[src/rtl/freq_mon_pkg.sv]
// Shared definitions for the clock frequency monitor: FSM encoding, gate counter width
// and default gate-window lengths for common system clock rates.
package freq_mon_pkg;

    typedef enum logic [1:0] {
        ST_IDLE  = 2'd0,
        ST_ARM   = 2'd1,
        ST_GATE  = 2'd2,
        ST_LATCH = 2'd3
    } state_t;

    localparam int GATE_W = 32;

    localparam int unsigned GATE_CYCLES_100M = 32'd100_000_000;
    localparam int unsigned GATE_CYCLES_125M = 32'd125_000_000;

    // The gate counter counts down to zero inclusive, so it is loaded with one less than the window.
    function automatic logic [GATE_W-1:0] gate_load(input int unsigned cycles);
        return GATE_W'(cycles - 32'd1);
    endfunction

endpackage

[src/rtl/freq_mon_chan.sv]
// One monitor channel: 2-flop synchroniser, both-edge detector, saturating edge counter, sticky overflow
// and result registers; range comparator present when FREQ_MON_LIMIT_EN is defined.
module freq_mon_chan #(
    parameter int CNT_W = 32
) (
    input  logic             clk,
    input  logic             rst,
    input  logic             i_tog,
    input  logic             i_clr,
    input  logic             i_cnt_en,
    input  logic             i_latch,
`ifdef FREQ_MON_LIMIT_EN
    input  logic [CNT_W-1:0] i_lim_lo,
    input  logic [CNT_W-1:0] i_lim_hi,
    output logic             o_oor,
`endif
    output logic [CNT_W-1:0] o_freq_cnt,
    output logic             o_ovf,
    output logic             o_alive,
    output logic             o_led
);

    logic             r_s1, r_s2, r_s3;
    logic [CNT_W-1:0] r_cnt;
    logic             r_ovf_int;
    logic [CNT_W-1:0] r_freq_cnt;
    logic             r_ovf;
    logic             r_alive;
    logic             w_edge;
    logic             w_sat;

    always_ff @(posedge clk) begin
        if (rst) begin
            r_s1 <= 1'b0;
            r_s2 <= 1'b0;
            r_s3 <= 1'b0;
        end else begin
            r_s1 <= i_tog;
            r_s2 <= r_s1;
            r_s3 <= r_s2;
        end
    end

    assign w_edge = r_s2 ^ r_s3;
    assign w_sat  = &r_cnt;

    // Edges outside the gate are dropped, which also swallows the edge that follows reset release.
    always_ff @(posedge clk) begin
        if (rst || i_clr) begin
            r_cnt     <= '0;
            r_ovf_int <= 1'b0;
        end else if (i_cnt_en && w_edge) begin
            if (w_sat) begin
                r_ovf_int <= 1'b1;
            end else begin
                r_cnt <= r_cnt + 1'b1;
            end
        end
    end

    always_ff @(posedge clk) begin
        if (rst) begin
            r_freq_cnt <= '0;
            r_ovf      <= 1'b0;
            r_alive    <= 1'b0;
        end else if (i_latch) begin
            r_freq_cnt <= r_cnt;
            r_ovf      <= r_ovf_int;
            r_alive    <= (r_cnt != '0);
        end
    end

`ifdef FREQ_MON_LIMIT_EN
    logic r_oor;
    always_ff @(posedge clk) begin
        if (rst) begin
            r_oor <= 1'b0;
        end else if (i_latch) begin
            r_oor <= (r_cnt < i_lim_lo) | (r_cnt > i_lim_hi) | r_ovf_int;
        end
    end
    assign o_oor = r_oor;
`endif

    assign o_freq_cnt = r_freq_cnt;
    assign o_ovf      = r_ovf;
    assign o_alive    = r_alive;
    assign o_led      = ~r_s2;

endmodule

[src/rtl/clk_freq_monitor.sv]
// Multi-channel clock activity / frequency monitor: counts edges of each synchronised toggle bit over a
// GATE_CYCLES window and publishes counts and flags; FREQ_MON_LIMIT_EN adds per-channel range checking.
module clk_freq_monitor
    import freq_mon_pkg::*;
#(
    parameter int          N_CH        = 4,
    parameter int          CNT_W       = 32,
    parameter int unsigned GATE_CYCLES = GATE_CYCLES_100M
) (
    input  logic                    clk,
    input  logic                    rst,
    input  logic [N_CH-1:0]         tog_in,
    input  logic                    start,
    input  logic                    mode_cont,
`ifdef FREQ_MON_LIMIT_EN
    input  logic [CNT_W-1:0]        lim_lo,
    input  logic [CNT_W-1:0]        lim_hi,
    output logic [N_CH-1:0]         oor,
`endif
    output logic                    busy,
    output logic                    done,
    output logic [N_CH*CNT_W-1:0]   freq_cnt,
    output logic [N_CH-1:0]         ovf,
    output logic [N_CH-1:0]         alive,
    output logic [N_CH-1:0]         led
);

    localparam logic [GATE_W-1:0] GATE_LOAD = gate_load(GATE_CYCLES);

    state_t              r_state;
    state_t              w_state_nxt;
    logic [GATE_W-1:0]   r_gate_cnt;
    logic                r_done;
    logic                w_clr;
    logic                w_cnt_en;
    logic                w_latch;

    always_ff @(posedge clk) begin
        if (rst) begin
            r_state <= ST_IDLE;
        end else begin
            r_state <= w_state_nxt;
        end
    end

    // start is only looked at in IDLE, so a request during a window is simply lost.
    always_comb begin
        w_state_nxt = r_state;
        case (r_state)
            ST_IDLE:  if (start || mode_cont) w_state_nxt = ST_ARM;
            ST_ARM:   w_state_nxt = ST_GATE;
            ST_GATE:  if (r_gate_cnt == '0) w_state_nxt = ST_LATCH;
            ST_LATCH: w_state_nxt = mode_cont ? ST_ARM : ST_IDLE;
            default:  w_state_nxt = ST_IDLE;
        endcase
    end

    assign w_clr    = (r_state == ST_ARM);
    assign w_cnt_en = (r_state == ST_GATE);
    assign w_latch  = (r_state == ST_LATCH);

    always_ff @(posedge clk) begin
        if (rst) begin
            r_gate_cnt <= '0;
        end else if (w_clr) begin
            r_gate_cnt <= GATE_LOAD;
        end else if (w_cnt_en && (r_gate_cnt != '0)) begin
            r_gate_cnt <= r_gate_cnt - 1'b1;
        end
    end

    always_ff @(posedge clk) begin
        if (rst) begin
            r_done <= 1'b0;
        end else begin
            r_done <= w_latch;
        end
    end

    for (genvar g = 0; g < N_CH; g++) begin : g_chan
        freq_mon_chan #(
            .CNT_W (CNT_W)
        ) u_chan (
            .clk        (clk),
            .rst        (rst),
            .i_tog      (tog_in[g]),
            .i_clr      (w_clr),
            .i_cnt_en   (w_cnt_en),
            .i_latch    (w_latch),
`ifdef FREQ_MON_LIMIT_EN
            .i_lim_lo   (lim_lo),
            .i_lim_hi   (lim_hi),
            .o_oor      (oor[g]),
`endif
            .o_freq_cnt (freq_cnt[g*CNT_W +: CNT_W]),
            .o_ovf      (ovf[g]),
            .o_alive    (alive[g]),
            .o_led      (led[g])
        );
    end

    assign busy = (r_state != ST_IDLE);
    assign done = r_done;

endmodule

[config.mk]
export PLATFORM = sky130hd
export DESIGN_NAME = clk_freq_monitor
export DESIGN_NICKNAME = d
export VERILOG_FILES = /design/src/rtl/freq_mon_pkg.sv /design/src/rtl/freq_mon_chan.sv /design/src/rtl/clk_freq_monitor.sv
export SDC_FILE = /design/constraint.sdc
export NUM_CORES = 1
export LEC_CHECK = 0
export CAP_MARGIN = 20
export CORE_UTILIZATION = 45
export DETAILED_ROUTE_END_ITERATION = 6
export GPL_TIMING_DRIVEN = 0
export PLACE_DENSITY = 0.68
export SLEW_MARGIN = 0
export SYNTH_ARGS = -nofsm -noshare
export SYNTH_HDL_FRONTEND = slang
export SYNTH_SLANG_ARGS = --single-unit
[constraint.sdc]
create_clock -name clk -period 2.5 [get_ports clk]
set_input_delay 0.5 -clock clk [delete_from_list [all_inputs] [get_ports clk]]
set_output_delay 0.5 -clock clk [all_outputs]
set_load 0.1 [all_outputs]
==> results of run 1 <==
==> worst paths after layout <==
| kind | from | slack, ns | endpoint |
|---|---|---|---|
| setup / recovery | r_gate_cnt[16] | -0.08 | r_gate_cnt[29] |
| hold / removal | g_chan[3].u_chan.r_s1 | 0.45 | g_chan[3].u_chan.r_s2 |
| hold reg to reg | g_chan[3].u_chan.r_s1 | 0.45 | g_chan[3].u_chan.r_s2 |
| setup reg to reg | r_gate_cnt[16] | -0.08 | r_gate_cnt[29] |
==> metal layers <==
metal | part of all wire (%) | routed length [um]
met4 | 3.9 | 1680
met1 | 44 | 18800
met2 | 45 | 19400
met3 | 6.7 | 2850
met5 | 0 | 0
==> final cells by class <==
class / count / area, sq um / area share, %
plain buffers: 105 / 544 / 3.03
clock buffers: 51 / 1070 / 5.95
clock inverters: 11 / 139 / 0.773
inverters: 41 / 155 / 0.864
multi-input cells: 1123 / 7530 / 41.9
flip-flops and latches: 315 / 6330 / 35.3
well taps: 396 / 495 / 2.76
repair buffers: 173 / 1690 / 9.41
==> layout by cell type (no fill, tap or decap), types with 12 or more instances in the layout <==
cell type	Yosys	routed
or4_1	45	39
nand4_1	56	56
clkbuf_2	2	19
dlymetal6s2s_1	0	52
inv_1	40	40
o21ai_0	41	41
nand3_1	48	46
dfxtp_1	315	296
and4_1	26	25
a21oi_1	92	89
xnor2_1	38	38
mux2i_1	152	152
dfxtp_2	0	17
nand2_1	91	90
nor4_1	57	49
nor2_1	200	199
clkbuf_1	88	50
clkbuf_16	0	37
buf_2	2	12
buf_4	12	40
o31ai_1	33	31
nor3_1	17	15
xor2_1	13	12
clkdlybuf4s50_1	0	12
or3_1	55	51
dlygate4sd2_1	0	83
==> cells by family (layout without fill, tap and decap cells) <==
| group | after synthesis | count (layout) |
|---|---|---|
| xor+xnor | 51 | 51 |
| mux | 153 | 153 |
| simple gates | 661 | 661 |
| flops | 315 | 315 |
| buf+inv | 160 | 381 |
| compound gates | 244 | 244 |
| fa+ha+maj | 14 | 14 |
==> power by group <==
group,leakage (nW),total [mW],internal [mW],switching (mW)
clock network,0.593,5.38,3.28,2.10
registers,2.55,5.41,5.21,0.208
logic,4.07,2.71,0.928,1.78
==> what timing repair did <==
action	CTS	global route
pin swaps	2	14
setup endpoints to repair	359	197
cloned	0	0
buffers inserted	2	23
gates resized for setup	175	119
==> stage by stage <==
stage               cell area [sq um]  instances  power, mW
floorplan                       14200       1598       7.17
global placement                16200       2142       7.88
detailed placement              16200       2142       7.92
CTS                             17500       2200       13.4
global route                    18000       2215       14.0
finish                          18000       2215       13.5
==> flow_summary.yaml, run 1 <==
sta:
  skew_ns: 0.0131
  finalCritPeriodShare_pct: 103
  slew_viol_final: 0
  rsz0062_at_grt: "true"
  hold_ws_ns: 0.450
  final.setup.worst_slack_ns: -0.0782
  fmax_mhz: 388
  tns_ns: -0.0782
  final-hold-violation-count: 0
  worst_slew_pin_slew_ns: 1.02
  slew_headroom_pct: 32.2
  min_period_ns: 2.58
  setup_viol: 1
worst_setup_path:
  cp.depth: 6
  cp_slowest_stage_delay_ns: 0.56
  cp-end-kind: "register"
  path_cells: "or4_4 > or3_4 > or4_4 > buf_6 > or4_4 > a21oi_2"
  cp_slowest_cell: "or4_4"
  path_buf_inv: 1
  reg2reg_depth: 6
  critical_path.top_delay_family: "simple AND/OR/NAND/NOR gates"
  critical_path.startpoint_type: "register"
  critPathKind: "register to register"
  crit_fanout: 7
  arrival_ns: 3.03
  cp.required_ns: 2.95
  crit_top_cell: "or4_4"
synth:
  synth_seq_area_share_pct: 44.4
  yosys-top-cells-count: "315 x dfxtp_1, 200 x nor2_1, 152 x mux2i_1"
  synth-edff-count: 0
  synth_adder_area_share_pct: 1.23
  yosys-mux-area-fraction_pct: 10.8
  synthArstFlopShare_pct: 0
  synth.distinct_cells: 61
  synth-simple-area-share_pct: 24.9
  synth_area_leader_cell: "dfxtp_1"
  post_synth.cell_area_avg_sq_um: 8.89
  synth_top_area_share_pct: 44.4
  syn_nets: 1620
  yosys_warnings: 0
  synth_flop_cell: "dfxtp_1"
  synth_area_leaders: "dfxtp_1 44%, mux2i_1 11%, nor2_1 5.3%, a21oi_1 3.2%, nor4_1 2.5%"
  yosysMostFrequentCell: "dfxtp_1"
  synth_top_family_by_area: "simple AND/OR/NAND/NOR gates"
  synth_compound_area_share_pct: 10.9
  ys_ff_latch: 315
  syn_area_sq_mm: 0.0142
  syn_inst: 1598
  synth_xor_area_share_pct: 3.14
finish:
  num-fill-cells: 2736
  nNetsFinal: 1816
  insertedDiodeCount: 0
  finish.utilization_pct: 58.2
  drive_gt1_share_pct: 12.4
  syn2layout_area_growth_pct: 26.4
global_route:
  use_met3_pct: 3.99
  use_met2_pct: 40.3
  grt_pass1_wl_um: 66700
  grt.busiest_layer: "met2"
  gr-usage-all-layers_pct: 25.6
  grt_max_degree: 14
  grt_util_met1_pct: 34.9
  overflow: 0
  antenna_found_initial: 0
  grt_pass1_vias: 12200
detailed_routing:
  wl_um: 42700
  drtIter0Drc: 1243
  drcViolationCount: 11
  detail_route.wl_per_cell_um: 19.3
  vias_per_cell: 5.95
  num_vias: 13200
  firstDrtPassIters: 7
  ant_nets: 0
clock_network:
  cts_max_path_buffers: 3
  cts_hold_buf: 0
  h-tree-depth: 2
  clkSinkCount: 315
  cts_tree: "yes"
  clk_latency_ns: 0.52
  cts_buffers: 35
  path_clk_slew_ns: 0.06
  cts-root-buf: "clkbuf_16"
floorplanning:
  die_w_um: 180
  die_h_um: 180
  fp-row-count: 64
  ios: 150
  dieArea_sq_mm: 0.0323
  start_util_pct: 46.1
  coreArea_sq_mm: 0.0308
placed_design:
  gp_congestion: 0.937
  pre_cts_ws_ns: -1.55
  portBuffers: 148
  hpwl_um: 29100
min_path:
  hp-class: "register to register"
  holdPathStages: 1
power_and_ir_drop:
  ir_drop_mv: 0.526
  power_density_mw_per_mm2: 752
  p_leak_nw: 7.21
job:
  max_cap_violations: 0
outcome:
  outcome: "complete, but fails checks"
  violations: "design-rule violations, negative setup slack"
Power figures use the tool's default switching activity.
==> run 2: changes to the inputs <==
Settings changed: CORE_ASPECT_RATIO set to 0.75.
==> run 2 against run 1 <==
Effect of this change: via count down 1.8%; the run ends with negative setup slack left; count of clock-buffer cells in the layout down 8; clock skew up 0.010 ns; largest power group unchanged; final area down 3.0%; utilization down 1.4 points; global-route usage down 0.76 points; setup slack worse by 0.020 ns.
==> flow_summary.yaml, run 2 (same netlist as run 1, synthesis figures left out) <==
clock_network:
  path_clk_slew_ns: 0.07
  h-tree-depth: 1
  cts_buffers: 31
  clkSinkCount: 315
  cts_hold_buf: 0
  cts_max_path_buffers: 3
  cts_tree: "yes"
  clk_latency_ns: 0.58
  cts-root-buf: "clkbuf_16"
sta:
  min_period_ns: 2.60
  setup_viol: 2
  slew_viol_final: 0
  skew_ns: 0.0233
  rsz0062_at_grt: "true"
  tns_ns: -0.103
  final-hold-violation-count: 0
  final.setup.worst_slack_ns: -0.0987
  fmax_mhz: 385
  worst_slew_pin_slew_ns: 1.00
  slew_headroom_pct: 33.4
  finalCritPeriodShare_pct: 104
power_and_ir_drop:
  p_switching_mw: 3.98
  p_clk_share_pct: 37.0
  power_density_mw_per_mm2: 729
  intPower_mw: 8.72
  pwr-share-seq_pct: 42.8
  p_leak_nw: 6.35
  ir_drop_mv: 0.486
  p_sw_share_pct: 31.3
  p_comb_share_pct: 20.3
finish:
  design_area_sq_mm: 0.0174
  nNetsFinal: 1794
  drive_gt1_share_pct: 11.3
  multi_input_area_sq_mm: 0.00752
  seqCellArea_sq_mm: 0.00633
  insertedDiodeCount: 0
  mostFrequentLayoutCells: "295 x dfxtp_1, 199 x nor2_1, 152 x mux2i_1"
  layout_commonest_cell: "dfxtp_1"
  num-fill-cells: 2799
  syn2layout_area_growth_pct: 22.6
global_route:
  antenna_found_initial: 0
  grt_pass1_vias: 11800
  grt.busiest_layer: "met2"
  overflow: 0
  gr-usage-all-layers_pct: 24.9
  use_met2_pct: 38.2
  grt_pass1_wl_um: 64700
  grt_max_degree: 15
  grt_util_met1_pct: 34.8
  use_met3_pct: 5.15
worst_setup_path:
  critical_path.startpoint_type: "register"
  timing.rr.end: "r_gate_cnt[29]"
  crit_fanout: 7
  reg2reg_depth: 6
  regToRegSetupSlack_ns: -0.1
  cp.required_ns: 2.99
  r2r_start: "r_gate_cnt[17]"
  cp-end-kind: "register"
  arrival_ns: 3.09
  critPathKind: "register to register"
detailed_routing:
  vias_per_cell: 5.90
  ant_nets: 0
  firstDrtPassIters: 5
  drtIter0Drc: 1169
  wl_um: 41200
  num_vias: 12900
  drcViolationCount: 0
  detail_route.wl_per_cell_um: 18.8
floorplanning:
  dieArea_sq_mm: 0.0323
  die_h_um: 156
  start_util_pct: 46.4
  ios: 150
  fp-row-count: 55
  coreArea_sq_mm: 0.0306
  die_w_um: 207
outcome:
  violations: "negative setup slack"
  outcome: "complete, but fails checks"
job:
  max_cap_violations: 0
placed_design:
  gp_congestion: 0.916
  hpwl_um: 28800
  portBuffers: 148
  dpl-instance-area_sq_mm: 0.0162
min_path:
  hp-class: "register to register"
  holdPathEnd: "g_chan[0].u_chan.r_s2"
  min_from: "g_chan[0].u_chan.r_s1"
  holdPathStages: 1
==> run 2: cell types whose count changed in the layout (fill, tap and decap cells not counted), sizes merged, moves of 2 or more <==
cell / change
dlygate4sd2: +56
dlymetal6s2s: -52
clkbuf: -14
buf: -12
clkdlybuf4s50: -6
clkdlybuf4s15: +2
clkinv: +2
==> run 2: final cells by class <==
class | count | share of cell area (%)
Clock buffer | 43 | 5.12
Tap cell | 399 | 2.87
Sequential cell | 315 | 36.4
Buffer | 101 | 2.96
Timing Repair Buffer | 159 | 7.96
Multi-Input combinational cell | 1123 | 43.2
Clock inverter | 12 | 0.675
Inverter | 41 | 0.891
==> run 2: critical path: stages, from the launching register on <==
cell     delay [ns]
dfxtp_2        0.32
or4_4          0.57
or3_4          0.42
or4_4          0.49
buf_6          0.15
or4_4          0.41
a21oi_2        0.15
==> run 2: how the worst max path moves through the flow <==
stage               depth (start not counted)  slack [ns]                         end      startpoint
floorplan                                   7       -0.02              r_gate_cnt[29]  r_gate_cnt[22]
global placement                            9       -1.24  g_chan[2].u_chan.r_cnt[22]      r_state[1]
detailed placement                          9       -1.34   g_chan[2].u_chan.r_cnt[2]      r_state[1]
CTS                                         7       -0.22              r_gate_cnt[29]  r_gate_cnt[22]
global route                                6       -0.16              r_gate_cnt[29]  r_gate_cnt[17]
finish                                      6        -0.1              r_gate_cnt[29]  r_gate_cnt[17]
==> run 2: metrics by stage <==
step	worst slack [ns]	power [mW]	hold slack [ns]	util, %	cells
final	-0.0987	12.7	0.457	56.9	2193
after global routing	-0.163	13.2	0.472	56.9	2193
after CTS	-0.224	12.6	0.449	56.3	2198
after detailed placement	-1.34	7.91	0.427	52.9	2145
after global placement	-1.24	7.85	0.417	52.9	2145
after floorplan	-0.0202	7.17	0.414	-	1598
==> run 2: timing repair <==
item                       CTS  global route
pin swaps                    5            10
buffers inserted             4             7
resized for setup          222            69
setup endpoints to repair  418           247
==> run 2: power by group through the flow <==
stage / combinational (mW) / sequential, mW / clock (mW)
global placement: 2.36 / 5.48 / 0
finish: 2.57 / 5.43 / 4.69
CTS: 2.47 / 5.41 / 4.76
detailed placement: 2.41 / 5.50 / 0
floorplan: 1.71 / 5.46 / 0
global route: 2.73 / 5.45 / 4.98
==> run 2: per-layer routing <==
metal / part of all wire (%) / vias up
met4: 3.0 / 0
met3: 8.6 / 78
li1: - / 6211
met5: 0 / -
met2: 43 / 543
met1: 46 / 6108
==> patch: new RTL, flow settings as in run 1 <==
The parameter `N_CH` goes from 4 to 3.
--- a/src/rtl/clk_freq_monitor.sv
+++ b/src/rtl/clk_freq_monitor.sv
@@ -5,3 +5,3 @@
 #(
-    parameter int          N_CH        = 4,
+    parameter int          N_CH        = 3,
     parameter int          CNT_W       = 32,
Ports: changed (5 resized); port bits go from 150 to 114. No check against the original RTL was run, so the function may have changed too.
==> patch against run 1 <==
Critical path depth shrank 3. Cell count is 24% lower. Cell area is 27% lower. Combinational power is 34% lower. Synthesized area fell by 25%. Worst hold slack worse by 6.8 ps. Critical endpoint is now led[1]. Worst setup slack gained 140 ps. Maximum frequency is 5.9% higher. Total power down 26%. Routed wire length shrank 39%. Non-clock buffer count fell by 84. Clock power shrank 27%. Sequential cell count down 70.
==> patch: results (changes against run 1) <==
status: finished clean (was finished with violations)
IO buf count: 112 (was 148)
drt via density: 5.37 (was 5.95)
max incr delay on CP: 840 ps (was 560 ps)
Post-DP Area: 12,200 um2 (was 16,200 um2)
Final nets: 1,357 (was 1,816)
reg2reg start: r_state[0]$_SDFFE_PP0P_ (was r_gate_cnt[16]$_SDFFE_PP0P_)
Routed WL: 26.2 mm (was 42.7 mm)
post-synthesis mux area share: 0.0935 (was 0.108)
detailed-route via count: 9,011 (was 13,173)
Synth cell types: 53 (was 61)
Slew headroom: 0.324 (was 0.322)
worst path arrival time: 1930 ps (was 3030 ps)
xor and xnor fraction of the mapped netlist area: 0.0843 (was 0.0314)
top cells by count, synth: 245 x dfxtp_1, 226 x nor2_1, 100 x mux2i_1 (was 315 x dfxtp_1, 200 x nor2_1, 152 x mux2i_1)
placed insts: 1,627 (was 2,142)
sequential fraction of the synthesis area: 0.458 (was 0.444)
worst vdd ir: 0.596 mV (was 0.526 mV)
area fraction in compound gates after synthesis: 0.0417 (was 0.109)
Worst Path Max Fanout: 2 (was 7)
GPL Wtd Cong: 0.839 (was 0.937)
clk_lat worst skew: 540 ps (was 520 ps)
Critical Path End: led[1] (was r_gate_cnt[29]$_SDFFE_PP0P_)
H-tree depth: 1 (was 2)
dpl hpwl: 18.3 mm (was 29.1 mm)
initial drt markers: 685 (was 1,243)
vias in the first global route: 8,360 (was 12,151)
-- patch: metrics by stage --
step,hold slack (ps),util
2_1_floorplan,414,-
3_3_place_gp,418,0.522
3_5_place_dp,426,0.522
4_1_cts,447,0.557
5_1_grt,470,0.559
6_report,443,0.559
-- patch: worst max-delay path: cells and delay by family (launching register included) --
family / cells / cell delay, ps
buffers and inverters: 3 / 1080
DFF: 1 / 320
-- patch: final cells by class --
class	count	area (um2)	area share
antenna	1	2.50	0.000191
buffer	76	357	0.0272
clock buffer	41	788	0.0602
clock inverter	7	92.6	0.00707
inverter	22	82.6	0.00631
multi-input combinational	849	5420	0.414
sequential	245	4900	0.375
tap	319	399	0.0305
timing repair buffer	118	1040	0.0793
-- patch: how the worst min path moves through the flow --
stage                                           from                                to  slack (ps)
floorplan           g_chan[0].u_chan.r_s1$_SDFF_PP0_  g_chan[0].u_chan.r_s2$_SDFF_PP0_         410
global placement    g_chan[1].u_chan.r_s1$_SDFF_PP0_  g_chan[1].u_chan.r_s2$_SDFF_PP0_         420
detailed placement  g_chan[2].u_chan.r_s1$_SDFF_PP0_  g_chan[2].u_chan.r_s2$_SDFF_PP0_         430
CTS                 g_chan[0].u_chan.r_s1$_SDFF_PP0_  g_chan[0].u_chan.r_s2$_SDFF_PP0_         450
global route        g_chan[0].u_chan.r_s1$_SDFF_PP0_  g_chan[0].u_chan.r_s2$_SDFF_PP0_         470
finish              g_chan[0].u_chan.r_s1$_SDFF_PP0_  g_chan[0].u_chan.r_s2$_SDFF_PP0_         440
-- patch: layer usage --
layer	routed length, um	up-vias	share of wire	global-route usage
met5	0	-	0	0
met1	12700	4223	0.48	0.302
met3	1370	48	0.052	0.0332
met2	11600	260	0.44	0.347
li1	-	4480	-	-
met4	597	0	0.023	0.0588
-- patch: power breakdown --
group	switching (uW)	internal [uW]
Combinational	1190	603
Clock	1560	2370
Sequential	192	4080
-- patch: cell families (layout without fill, tap and decap cells) --
group           after synthesis  in the layout
compound gates               76             76
xor+xnor                    103            103
fa+ha+maj                    11             11
buf+inv                     102            264
flops                       245            245
mux                         100            100
other cells                   0              1
simple gates                559            559
-- patch: timing repair --
item	4_1_cts	5_1_grt
hold buffers	0	0
buffers inserted	2	4
gates resized for setup	124	16
hold endpoints to repair	0	0
pin swaps	2	2
endpoints found under the setup margin	251	53
